## src/rtl/instr_decode_queue_pkg.sv

```systemverilog
// Shared types and field positions for the Frost32 decode queue.
// Decoded records are built once on entry and carried with their PC tag.
package instr_decode_queue_pkg;

  localparam int NUM_LEGAL_GROUPS = 4;
  localparam int PKG_PC_WIDTH     = 32;

  localparam int GRP_HI  = 31;
  localparam int GRP_LO  = 28;
  localparam int RA_HI   = 27;
  localparam int RA_LO   = 24;
  localparam int RB_HI   = 23;
  localparam int RB_LO   = 20;
  localparam int RC_HI   = 19;
  localparam int RC_LO   = 16;
  localparam int OPC_HI  = 15;
  localparam int OPC_LO  = 12;
  localparam int IMM0_HI = 11;
  localparam int IMM1_HI = 15;

  typedef struct packed {
    logic [3:0]  group;
    logic [3:0]  ra;
    logic [3:0]  rb;
    logic [3:0]  rc;
    logic [3:0]  opcode;
    logic [15:0] imm_val;
  } PortOut_InstrDecoder;

  typedef struct packed {
    PortOut_InstrDecoder        dec;
    logic                       invalid;
    logic [PKG_PC_WIDTH-1:0]    pc;
  } DecodedEntry;

endpackage

```

## src/rtl/instr_decode_queue_field_extract.sv

```systemverilog
// Combinational Frost32 field extraction into a DecodedEntry.
// Out-of-range groups are flagged and decoded with the group-0 layout, no immediate.
module instr_field_extract
  import instr_decode_queue_pkg::*;
#(
  parameter int NUM_GROUPS = NUM_LEGAL_GROUPS
) (
  input  logic [31:0]             i_instr,
  input  logic [PKG_PC_WIDTH-1:0] i_pc,
  output DecodedEntry             o_entry
);

  logic [3:0] w_grp;
  assign w_grp = i_instr[GRP_HI:GRP_LO];

  always_comb begin
    o_entry        = '0;
    o_entry.pc     = i_pc;
    o_entry.dec.ra = i_instr[RA_HI:RA_LO];
    o_entry.dec.rb = i_instr[RB_HI:RB_LO];
    if (int'(w_grp) >= NUM_GROUPS) begin
      o_entry.invalid    = 1'b1;
      o_entry.dec.rc     = i_instr[RC_HI:RC_LO];
      o_entry.dec.opcode = i_instr[OPC_HI:OPC_LO];
    end else begin
      o_entry.dec.group = w_grp;
      case (w_grp)
        4'd0: begin
          o_entry.dec.rc      = i_instr[RC_HI:RC_LO];
          o_entry.dec.opcode  = i_instr[OPC_HI:OPC_LO];
          o_entry.dec.imm_val = {4'b0, i_instr[IMM0_HI:0]};
        end
        // Group 1 trades rc for a wide immediate, so opcode moves up a nibble.
        4'd1: begin
          o_entry.dec.opcode  = i_instr[RC_HI:RC_LO];
          o_entry.dec.imm_val = i_instr[IMM1_HI:0];
        end
        default: begin
          o_entry.dec.rc     = i_instr[RC_HI:RC_LO];
          o_entry.dec.opcode = i_instr[OPC_HI:OPC_LO];
        end
      endcase
    end
  end

endmodule

```

## src/rtl/instr_decode_queue.sv

```systemverilog
// Decode-on-entry instruction FIFO between fetch and execute.
// No in->out bypass; flush and reset clear pointers and count.
module instr_decode_queue
  import instr_decode_queue_pkg::*;
#(
  parameter int INSTR_WIDTH = 32,
  parameter int PC_WIDTH    = 32,
  parameter int DEPTH       = 4,
  parameter int NUM_GROUPS  = NUM_LEGAL_GROUPS,
  localparam int PTR_W      = $clog2(DEPTH),
  localparam int CNT_W      = PTR_W + 1
) (
  input  logic                   i_clk,
  input  logic                   i_reset,
  input  logic                   i_flush,
  input  logic                   i_in_valid,
  output logic                   o_in_ready,
  input  logic [INSTR_WIDTH-1:0] i_in_instr,
  input  logic [PC_WIDTH-1:0]    i_in_pc,
  output logic                   o_out_valid,
  input  logic                   i_out_ready,
  output PortOut_InstrDecoder    o_out_decoded,
  output logic                   o_out_invalid,
  output logic [PC_WIDTH-1:0]    o_out_pc,
  output logic [CNT_W-1:0]       o_count
);

  generate
    if (INSTR_WIDTH != 32) begin : g_bad_iw
      $error("instr_decode_queue: INSTR_WIDTH must be 32");
    end
    if (PC_WIDTH > PKG_PC_WIDTH) begin : g_bad_pw
      $error("instr_decode_queue: PC_WIDTH exceeds stored PC width");
    end
    if (DEPTH < 2 || (DEPTH & (DEPTH - 1)) != 0) begin : g_bad_depth
      $error("instr_decode_queue: DEPTH must be a power of two >= 2");
    end
  endgenerate

  DecodedEntry             r_mem [DEPTH];
  logic [PTR_W-1:0]        r_wptr;
  logic [PTR_W-1:0]        r_rptr;
  logic [CNT_W-1:0]        r_count;
  DecodedEntry             w_entry;
  logic                    w_full;
  logic                    w_empty;
  logic                    w_push;
  logic                    w_pop;

  instr_field_extract #(.NUM_GROUPS(NUM_GROUPS)) u_extract (
    .i_instr (i_in_instr[31:0]),
    .i_pc    (PKG_PC_WIDTH'(i_in_pc)),
    .o_entry (w_entry)
  );

  assign w_full  = (r_count == CNT_W'(DEPTH));
  assign w_empty = (r_count == '0);
  assign w_push  = i_in_valid && !w_full;
  assign w_pop   = !w_empty && i_out_ready;

  always_ff @(posedge i_clk) begin
    if (i_reset) begin
      r_wptr  <= '0;
      r_rptr  <= '0;
      r_count <= '0;
      // Clear stale invalid flags so the idle read slot never reports invalid.
      for (int i = 0; i < DEPTH; i++) r_mem[i].invalid <= 1'b0;
    end else if (i_flush) begin
      r_wptr  <= '0;
      r_rptr  <= '0;
      r_count <= '0;
    end else begin
      if (w_push) begin
        r_mem[r_wptr] <= w_entry;
        r_wptr        <= r_wptr + PTR_W'(1);
      end
      if (w_pop) r_rptr <= r_rptr + PTR_W'(1);
      if (w_push && !w_pop)      r_count <= r_count + CNT_W'(1);
      else if (w_pop && !w_push) r_count <= r_count - CNT_W'(1);
    end
  end

  assign o_in_ready    = !w_full;
  assign o_out_valid   = !w_empty;
  assign o_out_decoded = r_mem[r_rptr].dec;
  assign o_out_invalid = r_mem[r_rptr].invalid;
  assign o_out_pc      = r_mem[r_rptr].pc[PC_WIDTH-1:0];
  assign o_count       = r_count;

endmodule

```

## config.mk

```make
export PLATFORM = sky130hd
export DESIGN_NAME = instr_decode_queue
export DESIGN_NICKNAME = d
export VERILOG_FILES = /design/src/rtl/instr_decode_queue_pkg.sv /design/src/rtl/instr_decode_queue_field_extract.sv /design/src/rtl/instr_decode_queue.sv
export SDC_FILE = /design/constraint.sdc
export NUM_CORES = 1
export LEC_CHECK = 0
export CORE_ASPECT_RATIO = 0.7
export CORE_MARGIN = 3
export CORE_UTILIZATION = 35
export CTS_CLUSTER_DIAMETER = 40
export CTS_CLUSTER_SIZE = 28
export DETAILED_ROUTE_END_ITERATION = 8
export PLACE_DENSITY = 0.57
export SETUP_SLACK_MARGIN = 0.15
export SLEW_MARGIN = 30
export SYNTH_ARGS = -nofsm -noshare
export SYNTH_HDL_FRONTEND = slang
export SYNTH_SLANG_ARGS = --single-unit
```

## constraint.sdc

```tcl
create_clock -name i_clk -period 7.5 [get_ports i_clk]
set_clock_uncertainty 0.15 [all_clocks]
set_input_delay 1.5 -clock i_clk [delete_from_list [all_inputs] [get_ports i_clk]]
set_output_delay 1.5 -clock i_clk [all_outputs]
set_load 0.02 [all_outputs]
```

==> out/results.txt <==
The run finished with clean final reports. The overall fraction of global-route tracks in use is 14.33%. For this run, asynchronously set or reset flops after synthesis account for 0%.

The tightest hold path in the finished design has a slack of 0.3894 ns. The final layout contains 750 nets. The run gives 6,194 as the via count of the first global-routing pass. After detailed routing, the number of vias per cell comes to 4.987.

The run gives 1 as the number of antenna violations at the first check in global routing. The slowest stage of the critical path is the mux4_2 cell. From synthesis to final layout, the design area changed by 29.98%.

The fraction of synthesized cell area taken by the top area cell type was 75.36%; the clock-pin transition on the worst setup and hold timing paths was 0.05 ns. The logs give 0.002430 mm2 for the area of the multi-input gates and 0 for the post-cts sizing count. Setup repair after global routing left no endpoint under its margin. Of all nets on the critical path, the largest fanout is 26. The largest total area in the synthesized netlist belongs to edfxtp_1. Sequential cell area: 0.008476 mm2. The completed layout was analyzed and its total power is 3.773 mW. Setup violations remaining at the end of the flow were counted as 0. STA puts the critical path data arrival time at 3.15 ns.

The total internal power was 2.985 mW; the number of max-cap violations was 0. Summed over all layers, the global routing overflow is 0. The number of flops mapped to enable cells by yosys works out to 276. The number of distinct library cell variants in the gate-level netlist after synthesis is 40, and the synthesized area per cell is 21.69 um2.

The cell count after synthesis came out at 507. Yosys attributes the largest share of cell area to edfxtp_1 (75%), mux4_2 (14%), and3_1 (2.9%). Buffers added to address setup during post-CTS repair amount to 0. Transition time at the pin with the least slew margin: 0.8169 ns. The path class of the tightest hold or removal check is register to register. The worst path in the final design needs a cycle of 4.796 ns, including I/O delays and setup. Of the total power, registers draw 46.7%. Die extent in y: 154.3 um.

The most used flip-flop cell after synthesis is edfxtp_1. During synthesis, Yosys emitted a total of 0 warnings. Adding up every negative setup slack in the final design gives 0 ns. After detailed routing, the average wire length per cell comes to 21.33 um. STA puts the critical path data required time at 5.85 ns.

In this run the clock root is driven by a clkbuf_16. The first TritonRoute pass finished after 4 iterations. The first global-routing pass estimated 36.59 mm of wire. The deepest clock path buffer count is 3. The delay of the slowest cell on the worst path was 0.63 ns. Cells fill 46.86% of the core in the end.

The detailed router finished its first iteration with 283 violations. After detailed routing, the number of remaining DRC violations is 0. For this design the top-level I/O count stands at 143.

For this design, the sink count on the clock tree is 285. Total of hold buffers inserted after clock tree synthesis: 0. The clock network accounts for 47.3% of the total power. In this run the power density over the cells is 263.9 mW/mm2. The sum of net half-perimeters after detailed placement is 14.36 mm, and the total clock buffers created by CTS is 39. The initial core utilization was 36.05%; the post-synthesis sequential area ratio was 77.00%.

The max-slew violation count came out at 0. The part of the total power dissipated in combinational logic came out at 6.0%. Number of diodes: 0. The count of buffers from port buffering was 142; the routed wire length was 23.91 mm. The tools report the type of element launching the critical path as a register.

The critical path goes through buf_12, buf_4, mux4_2, clkdlybuf4s50_1. In this run the core area contains 53 standard-cell rows. The analysis attributes to cell leakage a power of 4.870 nW. For the overall die area, the log shows 0.03362 mm2. The run gives 0 as the count of endpoints failing hold in the final timing report.

Detailed routing inserted a total of 5,590 vias. Highest attainable clock frequency: 0.2085 GHz. The fraction of final layout cells sized beyond drive strength 1 is 21.02%. TritonCTS built the clock tree. The filler cells instantiated in the layout total 2,575. The most frequent standard cell in the layout excluding fill and tap cells is edfxtp_1. In the layout the commonest cells are edfxtp_1 (276), clkdlybuf4s50_1 (142), mux4_2 (69), and3_1 (50), clkbuf_16 (41). The H-tree was split into 2 levels.

The floorplan step set the die width to 217.9 um. Entering global routing, the biggest net connects 69 pins. The switching fraction of total power is 20.89%, and the post-route antenna net violation count is 0.

The run gives 146.6 uV as the peak ir drop on the vdd network. The critical path is of the register to output port type. In this run the tightest slew margin relative to its limit is 45.37%. The run gives 788.2 uW as the switching power summed over all nets. In this run the cell area of the synthesized design comes to 0.01100 mm2.

The insertion delay to the later sink of the worst-skew pair was 0.50 ns; the register bit total from synthesis was 285. The kind of end point of the critical path is an output port. The period utilization is 63.94%, and the placeable core region is 0.03050 mm2.

At the end of routability-driven placement, the weighted congestion stood at 0.6952.
==> kinds of logic (layout without fill, tap and decap cells) <==
| kind of cell | after synthesis | after routing | share of synthesized area [%] |
|---|---|---|---|
| muxes | 74 | 74 | 14.58 |
| adders and majority gates | 2 | 2 | 0.2958 |
| AOI/OAI and AO/OA | 10 | 10 | 0.6257 |
| buffers and inverters | 32 | 227 | 1.433 |
| DFF | 285 | 285 | 77.00 |
| and+or+nand+nor | 99 | 99 | 5.711 |
| xor gates and xnor gates | 4 | 4 | 0.3185 |
| other | 1 | 8 | 0.03410 |
==> worst paths after layout <==
| check | start | to | slack, ns | depth (start not counted) |
|---|---|---|---|---|
| worst min-delay path | r_rptr[1] | r_rptr[1] | 0.39 | 2 |
| worst max-delay path | register | o_out_decoded[13] | 2.70 | 4 |
| worst max register to register | o_count[0] | r_mem[2][0] | 4.37 | 5 |
| worst min register to register | r_rptr[1] | r_rptr[1] | 0.39 | 2 |
==> state kept, by name, summed over array words and instances (netlist names), named ones only <==
| name | flops |
|---|---|
| r_rptr | 2 |
| r_wptr | 2 |
| o_count | 3 |
| r_mem | 276 |
==> cell usage after synthesis, types with 2 or more instances <==
library cell / number
and2_1: 2
and3_1: 51
buf_2: 9
buf_4: 3
buf_6: 2
clkbuf_1: 16
dfxtp_1: 9
edfxtp_1: 276
inv_1: 2
mux2i_1: 5
mux4_2: 69
nand2_1: 2
nand2b_1: 2
nor2_1: 15
nor3_1: 3
nor3b_1: 12
o21bai_1: 2
or3_1: 2
xor2_1: 4
==> worst max-delay path, delay by kind of cell (launching register included) <==
family / cells / cell delay, ns
buffers and inverters: 3 / 1.37
flip-flops: 1 / 0.61
multiplexers: 1 / 0.63
==> metrics by stage <==
| stage | worst slack, ns | instance area [um2] | std cells |
|---|---|---|---|
| after global placement | 2.888 | 12920 | 1047 |
| after floorplan | 1.932 | 11030 | 514 |
| after CTS | 2.391 | 14270 | 1120 |
| after detailed placement | 2.939 | 12980 | 1049 |
| after global routing | 2.446 | 14300 | 1121 |
| final | 2.704 | 14300 | 1121 |
==> per-layer routing <==
metal,GRT usage (%),routed length [um]
met3,3.849,1572
met2,23.63,11600
met4,3.414,351
met1,19.13,10370
met5,0,20
==> power groups by stage <==
stage	clock (mW)	combinational, mW	sequential, mW
global placement	0	0.221	1.80
CTS	1.83	0.224	1.77
finish	1.78	0.226	1.76
detailed placement	0	0.222	1.80
floorplan	0	0.120	1.79
global route	1.90	0.242	1.76
==> cell type report <==
cell class / instances / share of cell area, %
inverter: 2 / 0.05252
clock buffer: 49 / 7.387
clock inverter: 22 / 1.698
multi-input combinational: 197 / 17.00
timing repair buffer: 154 / 10.97
tap: 412 / 3.606
sequential: 285 / 59.29
Power figures use the tool's default switching activity.
